`src/rtl/geared_mem_port.sv`:
```
// geared_mem_port: single-clock gearbox from one full-rate memory port to
// NumLanes slow lanes, each sampled once every GearRatio cycles.
// Requests are spread round-robin across the lanes. Responses are buffered
// per lane and returned upstream in issue order. A credit limit bounds the
// number of outstanding transactions, so the lanes never see back-pressure.
// Ports:
//   clk_i, rst_ni            clock, async active-low reset
//   req_i/gnt_o              upstream request handshake
//   addr_i/we_i/wdata_i/strb_i  upstream request payload
//   rvalid_o/rdata_o         upstream response (always accepted)
//   phase_o                  slow-cycle sample strobe
//   lane_req_o/lane_gnt_i    per-lane request handshake
//   lane_addr_o/lane_we_o/lane_wdata_o/lane_strb_o  per-lane payload
//   lane_rvalid_i/lane_rdata_i  per-lane response
// Optional: GEARED_MEM_PORT_RSP_FALLTHROUGH_EN presents a response in the
// same cycle it becomes available instead of one cycle later.
module geared_mem_port #(
    parameter int AddrWidth      = 32,
    parameter int DataWidth      = 64,
    parameter int GearRatio      = 2,
    parameter int NumLanes       = GearRatio,
    parameter int MaxOutstanding = 4,
    localparam int StrbWidth     = DataWidth / 8,
    localparam int RspDepth      = MaxOutstanding
) (
    input  logic                           clk_i,
    input  logic                           rst_ni,
    input  logic                           req_i,
    output logic                           gnt_o,
    input  logic [AddrWidth-1:0]           addr_i,
    input  logic                           we_i,
    input  logic [DataWidth-1:0]           wdata_i,
    input  logic [StrbWidth-1:0]           strb_i,
    output logic                           rvalid_o,
    output logic [DataWidth-1:0]           rdata_o,
    output logic                           phase_o,
    output logic [NumLanes-1:0]            lane_req_o,
    input  logic [NumLanes-1:0]            lane_gnt_i,
    output logic [NumLanes*AddrWidth-1:0]  lane_addr_o,
    output logic [NumLanes-1:0]            lane_we_o,
    output logic [NumLanes*DataWidth-1:0]  lane_wdata_o,
    output logic [NumLanes*StrbWidth-1:0]  lane_strb_o,
    input  logic [NumLanes-1:0]            lane_rvalid_i,
    input  logic [NumLanes*DataWidth-1:0]  lane_rdata_i
);

    localparam int PhW = (GearRatio > 1) ? $clog2(GearRatio) : 1;
    localparam int LW  = (NumLanes > 1) ? $clog2(NumLanes) : 1;
    localparam int OW  = (MaxOutstanding > 1) ? $clog2(MaxOutstanding) : 1;
    localparam int CW  = $clog2(MaxOutstanding + 1);
    localparam int RW  = (RspDepth > 1) ? $clog2(RspDepth) : 1;
    localparam int RCW = $clog2(RspDepth + 1);

    logic [PhW-1:0]               r_cnt;
    logic [NumLanes-1:0]          r_lvld;
    logic [NumLanes*AddrWidth-1:0] r_laddr;
    logic [NumLanes-1:0]          r_lwe;
    logic [NumLanes*DataWidth-1:0] r_lwdata;
    logic [NumLanes*StrbWidth-1:0] r_lstrb;
    logic [LW-1:0]                r_wptr;
    logic [LW-1:0]                r_ord [MaxOutstanding];
    logic [OW-1:0]                r_ord_wp;
    logic [OW-1:0]                r_ord_rp;
    logic [CW-1:0]                r_outst;
    logic [DataWidth-1:0]         r_rsp [NumLanes][RspDepth];
    logic [RW-1:0]                r_rwp [NumLanes];
    logic [RW-1:0]                r_rrp [NumLanes];
    logic [RCW-1:0]               r_rcnt [NumLanes];
    logic [DataWidth-1:0]         r_rdata;

    logic                 w_phase;
    logic                 w_acc;
    logic [NumLanes-1:0]  w_sel;
    logic [NumLanes-1:0]  w_cap;
    logic [NumLanes-1:0]  w_lclr;
    logic [LW-1:0]        w_head;
    logic                 w_rsp_ne;
    logic                 w_avail;
    logic [DataWidth-1:0] w_data;
    logic [NumLanes-1:0]  w_push;
    logic [NumLanes-1:0]  w_pop;

    function automatic logic [OW-1:0] ord_inc(input logic [OW-1:0] p);
        return (p == OW'(MaxOutstanding - 1)) ? '0 : p + 1'b1;
    endfunction

    function automatic logic [RW-1:0] rsp_inc(input logic [RW-1:0] p);
        return (p == RW'(RspDepth - 1)) ? '0 : p + 1'b1;
    endfunction

    assign w_phase = (r_cnt == PhW'(GearRatio - 1));
    assign gnt_o   = req_i && !r_lvld[r_wptr] && (r_outst < CW'(MaxOutstanding));
    assign w_acc   = req_i && gnt_o;
    assign w_sel   = NumLanes'(1) << r_wptr;
    assign w_cap   = {NumLanes{w_phase}} & lane_rvalid_i;
    assign w_lclr  = {NumLanes{w_phase}} & r_lvld & lane_gnt_i;

    // The order FIFO holds exactly r_outst entries, so r_outst doubles as
    // its occupancy.
    assign w_head   = r_ord[r_ord_rp];
    assign w_rsp_ne = (r_rcnt[w_head] != '0);
    assign w_avail  = (r_outst != '0) && (w_rsp_ne || w_cap[w_head]);
    assign w_data   = w_rsp_ne ? r_rsp[w_head][r_rrp[w_head]]
                               : lane_rdata_i[w_head*DataWidth +: DataWidth];

    // A capture for the head lane into an empty buffer is consumed
    // directly and never stored.
    always_comb begin
        w_push = w_cap;
        w_pop  = '0;
        if (w_avail) begin
            if (w_rsp_ne) w_pop[w_head] = 1'b1;
            else          w_push[w_head] = 1'b0;
        end
    end

    always_ff @(posedge clk_i or negedge rst_ni) begin
        if (!rst_ni)      r_cnt <= '0;
        else if (w_phase) r_cnt <= '0;
        else              r_cnt <= r_cnt + 1'b1;
    end

    always_ff @(posedge clk_i or negedge rst_ni) begin
        if (!rst_ni) begin
            r_lvld   <= '0;
            r_laddr  <= '0;
            r_lwe    <= '0;
            r_lwdata <= '0;
            r_lstrb  <= '0;
            r_wptr   <= '0;
            r_ord_wp <= '0;
            r_ord_rp <= '0;
            r_outst  <= '0;
        end else begin
            r_lvld <= (r_lvld & ~w_lclr) | (w_acc ? w_sel : '0);
            if (w_acc) begin
                r_laddr[r_wptr*AddrWidth +: AddrWidth]  <= addr_i;
                r_lwe[r_wptr]                           <= we_i;
                r_lwdata[r_wptr*DataWidth +: DataWidth] <= wdata_i;
                r_lstrb[r_wptr*StrbWidth +: StrbWidth]  <= strb_i;
                r_wptr   <= (r_wptr == LW'(NumLanes - 1)) ? '0 : r_wptr + 1'b1;
                r_ord_wp <= ord_inc(r_ord_wp);
            end
            if (w_avail) r_ord_rp <= ord_inc(r_ord_rp);
            case ({w_acc, w_avail})
                2'b10:   r_outst <= r_outst + 1'b1;
                2'b01:   r_outst <= r_outst - 1'b1;
                default: r_outst <= r_outst;
            endcase
        end
    end

    always_ff @(posedge clk_i) begin
        if (w_acc) r_ord[r_ord_wp] <= r_wptr;
        for (int l = 0; l < NumLanes; l++) begin
            if (w_push[l]) r_rsp[l][r_rwp[l]] <= lane_rdata_i[l*DataWidth +: DataWidth];
        end
    end

    always_ff @(posedge clk_i or negedge rst_ni) begin
        if (!rst_ni) begin
            for (int l = 0; l < NumLanes; l++) begin
                r_rwp[l]  <= '0;
                r_rrp[l]  <= '0;
                r_rcnt[l] <= '0;
            end
        end else begin
            for (int l = 0; l < NumLanes; l++) begin
                if (w_push[l]) r_rwp[l] <= rsp_inc(r_rwp[l]);
                if (w_pop[l])  r_rrp[l] <= rsp_inc(r_rrp[l]);
                case ({w_push[l], w_pop[l]})
                    2'b10:   r_rcnt[l] <= r_rcnt[l] + 1'b1;
                    2'b01:   r_rcnt[l] <= r_rcnt[l] - 1'b1;
                    default: r_rcnt[l] <= r_rcnt[l];
                endcase
            end
        end
    end

    always_ff @(posedge clk_i or negedge rst_ni) begin
        if (!rst_ni)      r_rdata <= '0;
        else if (w_avail) r_rdata <= w_data;
    end

`ifdef GEARED_MEM_PORT_RSP_FALLTHROUGH_EN
    assign rvalid_o = w_avail;
    assign rdata_o  = w_avail ? w_data : r_rdata;
`else
    logic r_rvalid;

    always_ff @(posedge clk_i or negedge rst_ni) begin
        if (!rst_ni) r_rvalid <= 1'b0;
        else         r_rvalid <= w_avail;
    end

    assign rvalid_o = r_rvalid;
    assign rdata_o  = r_rdata;
`endif

    assign phase_o      = w_phase;
    assign lane_req_o   = r_lvld;
    assign lane_addr_o  = r_laddr;
    assign lane_we_o    = r_lwe;
    assign lane_wdata_o = r_lwdata;
    assign lane_strb_o  = r_lstrb;

    // Lane responses must match an outstanding request and fit the buffer.
    always @(posedge clk_i) begin
        if (rst_ni) begin
            if (|w_cap) assert (r_outst != '0);
            for (int l = 0; l < NumLanes; l++) begin
                if (w_push[l]) assert (r_rcnt[l] != RCW'(RspDepth) || w_pop[l]);
            end
        end
    end

endmodule

```
`config.mk`:
```
export PLATFORM = sky130hd
export DESIGN_NAME = geared_mem_port
export DESIGN_NICKNAME = d
export VERILOG_FILES = /design/src/rtl/geared_mem_port.sv
export SDC_FILE = /design/constraint.sdc
export NUM_CORES = 1
export LEC_CHECK = 0
export ABC_CLOCK_PERIOD_IN_PS = 3700
export CORE_ASPECT_RATIO = 1.75
export CORE_UTILIZATION = 48
export DETAILED_ROUTE_END_ITERATION = 8
export GPL_ROUTABILITY_DRIVEN = 1
export PLACE_DENSITY = 0.76
export SLEW_MARGIN = 10
export SYNTH_ARGS = -nofsm -noshare
export SYNTH_HDL_FRONTEND = slang
export SYNTH_SLANG_ARGS = --single-unit
```
`constraint.sdc`:
```
create_clock -name clk_i -period 3.7 [get_ports clk_i]
set_input_delay 0.74 -clock clk_i [delete_from_list [all_inputs] [get_ports clk_i]]
set_output_delay 0.74 -clock clk_i [all_outputs]
set_load 0.01 [all_outputs]
```
# [After elaboration in Yosys (flattened, before gate mapping)]
# Memory sizes are Yosys's and may differ from the RTL's.
# Cells that the tools add are included.
[word_totals] regBits=300 mem_bits_rw=516 in_bits=240 output_inout_bits=279 word_cells=143 mem_count=2
[classes] add_sub_neg=17 magnitude_cmp=11 n_eq_ne=12 shifts=8 mux=48 bitwise=12 n_reduce_logical=15
[mem_list] memory="r_rsp" words=2 word_bits=256 read_ports=1 rd_ports_with_merged_regs=0 wr=2 line_no="65" rtl="logic [DataWidth-1:0] r_rsp [NumLanes][RspDepth];"
[mem_list] memory="r_ord" words=4 word_bits=1 read_ports=1 rd_ports_with_merged_regs=0 wr=1 line_no="61" rtl="logic [LW-1:0] r_ord [MaxOutstanding];"
[op_table] cell="256-bit 2-to-1 mux" n=2
[op_table] cell="64-bit 2-to-1 mux" n=5
[op_table] cell="64-bit demux with 2-bit select" n=2
[op_table] cell="64-bit binary-select mux with 2-bit select" n=1
[op_table] cell="128-bit bitwise mux" n=1
[op_table] cell="64-bit by 34-bit variable shift with 128-bit output (first input constant)" n=1
[op_table] cell="128-bit by 8-bit indexed part select with 64-bit output" n=1
[op_table] cell="64-bit by 34-bit indexed part select with 128-bit output" n=1
[op_table] cell="64-bit bitwise mux" n=1
[op_table] cell="32-bit by 34-bit variable shift with 64-bit output (first input constant)" n=1
[op_table] cell="32-bit by 34-bit indexed part select with 64-bit output" n=1
[op_table] cell="4-bit negation with 34-bit output" n=1
[op_table] cell="6-bit negation with 34-bit output" n=1
[op_table] cell="7-bit negation with 34-bit output" n=1
[op_table] cell="8-bit by 34-bit variable shift with 16-bit output (first input constant)" n=1
[op_table] cell="8-bit by 34-bit indexed part select with 16-bit output" n=1
[op_table] cell="2-bit 2-to-1 mux" n=14
[op_table] cell="2-bit == test (second input constant)" n=9
[op_table] cell="3-bit case mux with 2 select lines" n=3
[op_table] cell="16-bit bitwise mux" n=1
[op_table] cell="2-bit by 1-bit adder with 2-bit output (second input constant)" n=6
[op_table] cell="1-bit 2-to-1 mux" n=12
[op_table] cell="2-bit AND" n=5
[op_table] cell="3-bit by 1-bit adder with 3-bit output (second input constant)" n=3
[op_table] cell="other kinds (22)" n=48

# [Depth between registers and ports, before layout]
# Gate-level depths: netlist of run 1.
# An unclocked memory read counts as a cell.
[logic_depth] ltp_word=11 depth_mapped=13 depth_no_buf=10

# [Least setup slack after synthesis of run 1]
# Ideal clock, no wire load.
[synth_path] path_kind="register -> register" from="register r_ord_rp[0]" to="memory r_rsp[1][100] (netlist bit) (enable)" setup_time_ps=429 t_arrival_ps=3171 required_ps=3271 setup_slack_ps=100 stages_incl_launch_ff=6 path_buffers=2 period_less_slack_ps=3600 cell_sequence="dfrtp_1 -> mux4_2 -> buf_2 -> clkbuf_1 -> a31oi_1 -> and2_1"
[synth_rtl] item="from (decl)" line_no="63" rtl="logic [OW-1:0] r_ord_rp;"
[synth_rtl] item="from (signal assigned)" line_no="144" rtl="if (w_avail) r_ord_rp <= ord_inc(r_ord_rp);"
[synth_rtl] item="to (decl)" line_no="65"

# [Worst setup path after layout of run 1]
[layout_path] from="register r_wptr" to="output port gnt_o"
[layout_between] elab_chain_cells=5
[layout_lines] item="from (decl)" line_no="60" rtl="logic [LW-1:0] r_wptr;"
[layout_lines] item="from (signal assigned)" line_no="141" rtl="r_wptr <= (r_wptr == LW'(NumLanes - 1)) ? '0 : r_wptr + 1'b1;"
[layout_lines] item="1-bit 2-to-1 mux (implied by the code) (2 in a row)" line_no="92" rtl="assign gnt_o = req_i && !r_lvld[r_wptr] && (r_outst < CW'(MaxOutstanding));"
[layout_lines] item="1-bit zero test" line_no="92"
[layout_lines] item="1-bit logical AND (2 in a row)" line_no="92"
[layout_lines] item="to (decl)" line_no="29" rtl="output logic gnt_o,"
# Every way passes these cells. The select of a mux whose other input is x is not followed.

==> impl_metrics.tcl, run 1 <==
set metrics [dict create \
    crit_type "flop to output pin" \
    final_nets 2546 \
    place_congestion 0.8150 \
    final_hold_viol_count 0 \
    hpwlAfterDp_um 57980 \
    place.port_buffers 518 \
    cp-endpoint "gnt_o" \
    clock_path_buffers 3 \
    required_ns 2.96 \
    postSynthCellCount 1753 \
    via_count 18540 \
    maxCapViolCount 0 \
    cts-resized-gates 0 \
    final_common_cell "clkdlybuf4s50_1" \
    core_mm2 0.06563 \
    finClkSkew_ns 0.03660 \
    cts.hold.buffers_added 0 \
    synth_cell_types 31 \
    tns_ns 0 \
    die_h_um 343.6 \
    grt_pass1_wl_um 131900 \
    clock_sinks 816 \
    final_cell_mix "517 x clkdlybuf4s50_1, 516 x edfxtp_1, 296 x dfrtp_1, 251 x mux2_2, 201 x nand2_1" \
    setup_viol 0 \
    end_kind "output pin" \
    numCtsBuffers 74 \
    grt.total_usage_pct 27.02 \
    ys_seq_area_share_pct 71.87 \
    wl_um 89910 \
    synth_area_mm2 0.03200 \
    post_cts_buffers 0 \
    worst_ir_drop_vdd_mv 0.6358 \
    p_total_mw 35.40 \
    grt_max_degree 107 \
    die_x_um 197.2 \
    io_pins 519 \
    r2r-start "r_ord_rp[0]" \
    dp_slack_ns 0.6415 \
    cp-start-kind "flop" \
    drtIter0Drc 1288 \
    syn_to_final_growth_pct 28.18 \
    worstRegToRegCells 4 \
    die_area_mm2 0.06775 \
    leakagePower_nw 14.91 \
    power_density_mw_per_mm2 862.8 \
    r2r_end "r_rsp[1][112]" \
    num_rows 124 \
    avgRoutedWirePerCell_um 27.68 \
    slew_headroom_pct 23.19 \
    cts_tree "done" \
    clock.fmax_ghz 0.3073 \
    status "completed" \
    grt_pass1_vias 20380 \
    rrSetupSlack_ns 0.82 \
    drtAntennaViolNets 0 \
    hp-class "input pin to asynchronous set/reset pin" \
    path_max_fanout 10 \
    fin_ws_ns 0.4460 \
    finalCritPeriodShare_pct 87.94 \
    clkTransAtPathRegs_ns 0.06 \
    synth_fp_nets 2014 \
    drive_gt1_share_pct 25.07 \
    grt_overflow 0 \
    firstDrtPassIters 5 \
    yosys_warnings 0 \
    crit_arrival_ns 2.51 \
    antenna_found_initial 36 \
    worst_pin_slew_ns 1.152 \
    cp-startpoint "r_wptr" \
    syn_area_per_cell_um2 18.26 \
    start_util_pct 48.77 \
    drcViolationCount 0 \
    ys_ff_latch 816 \
    insertion_delay_ns 0.64 \
    h-tree-depth 3 \
    report.final.slew_viol_count 0 \
    cts_root_buf "clkbuf_16" \
    vias_per_cell 5.707 \
    period_minus_slack_ns 3.254 \
    grt_setup_unrepaired "false" \
]
## layer usage
metal | global-route usage, % | part of all wire (%) | up-vias
met3 | 9.206 | 11 | 157
met1 | 32.85 | 36 | 9564
met4 | 9.173 | 2.7 | 20
met2 | 44.99 | 50 | 947
met5 | 0 | 0.16 | -
li1 | - | - | 7847
## synth_stat cells
| master | number | share of area, % |
|---|---|---|
| o21ai_0 | 7 | 0.11 |
| buf_6 | 4 | 0.14 |
| mux2i_1 | 2 | 0.063 |
| xor2_1 | 5 | 0.14 |
| dfrtp_1 | 300 | 23 |
| a31oi_1 | 1 | 0.020 |
| a311o_1 | 1 | 0.031 |
| fa_1 | 3 | 0.19 |
| buf_2 | 42 | 0.66 |
| ha_1 | 18 | 0.70 |
| a211oi_2 | 1 | 0.039 |
| nor3_1 | 5 | 0.078 |
| and2_1 | 13 | 0.25 |
| nand2_1 | 201 | 2.4 |
| and3b_1 | 1 | 0.027 |
| buf_1 | 5 | 0.059 |
| nor2_1 | 7 | 0.082 |
| mux2_2 | 251 | 8.8 |
| a21oi_1 | 64 | 1.0 |
| xnor2_1 | 5 | 0.14 |
| mux4_2 | 129 | 9.1 |
| clkbuf_1 | 51 | 0.60 |
| a32oi_1 | 64 | 1.8 |
| inv_1 | 18 | 0.21 |
| a21o_1 | 3 | 0.070 |
| or3_1 | 4 | 0.078 |
| mux2_4 | 29 | 1.4 |
| edfxtp_1 | 516 | 48 |
| nor2_2 | 1 | 0.020 |
| o311a_1 | 1 | 0.031 |
| nand3_1 | 1 | 0.016 |
## cell type report
type,instances,area (um^2)
diodes,21,52.55
clock buffers,97,2095
clock inverters,39,455.4
fillers,4647,24600
inverters,18,67.56
multi-input cells,817,8517
flip-flops and latches,816,23020
well taps,882,1104
repair buffers,558,5715
## report_power, final
group          leakage [nW]  internal, mW  switching [mW]
combinational          5.39          7.41            6.63
clock                  1.25          4.59            3.42
sequential             8.27          11.9            1.45
## logic make-up (layout without fill, tap and decap cells)
family / after synthesis / after routing / share of synthesized area [%]
compound gates: 142 / 142 / 3.053
xor+xnor: 10 / 10 / 0.2736
fa+ha+maj: 21 / 21 / 0.8914
buf+inv: 120 / 712 / 1.665
flops: 816 / 816 / 71.87
mux: 411 / 411 / 19.33
other cells: 0 / 21 / 0
simple gates: 233 / 233 / 2.913
## worst max-delay path, stage by stage (launching register included)
cell,delay (ns)
dfrtp_1,0.53
mux2i_1,0.24
and3b_1,0.35
clkdlybuf4s50_1,0.74
## worst min path at each step
stage	start	to	depth (start not counted)	slack (ns)
floorplan	rst_ni	lane_addr_o[0]	0	0.44
global placement	r_rcnt[2]	r_rcnt[2]	1	0.49
detailed placement	rdata_o[12]	rdata_o[12]	1	0.49
CTS	rst_ni	lane_wdata_o[84]	1	0.10
global route	rst_ni	lane_wdata_o[23]	1	0.12
finish	rst_ni	lane_wdata_o[84]	1	0.1
## state kept, by name (all words and copies together) (netlist names), 3 cells and up
name / cells
r_outst: 3
lane_addr_o: 64
r_rsp: 512
lane_strb_o: 16
r_ord: 4
r_rwp: 4
r_rcnt: 6
lane_wdata_o: 128
rdata_o: 64
r_rrp: 4
## metrics by stage
step | util [%] | hold slack (ns) | cell area, um^2 | instances
2_1_floorplan | - | 0.4444 | 32000 | 1753
3_5_place_dp | 58.54 | 0.4929 | 38420 | 3091
5_1_grt | 62.44 | 0.1223 | 40980 | 3231
4_1_cts | 62.43 | 0.1003 | 40970 | 3227
6_report | 62.51 | 0.09765 | 41020 | 3248
3_3_place_gp | 58.54 | 0.4893 | 38420 | 3091
No activity file was read; power rests on OpenSTA's default activity.
==> run 2: changes to the inputs <==
Settings changed: CAP_MARGIN from default to 20.
==> results of run 2 <==
No change in the layout: final DEF, timing and power equal those of run 1.
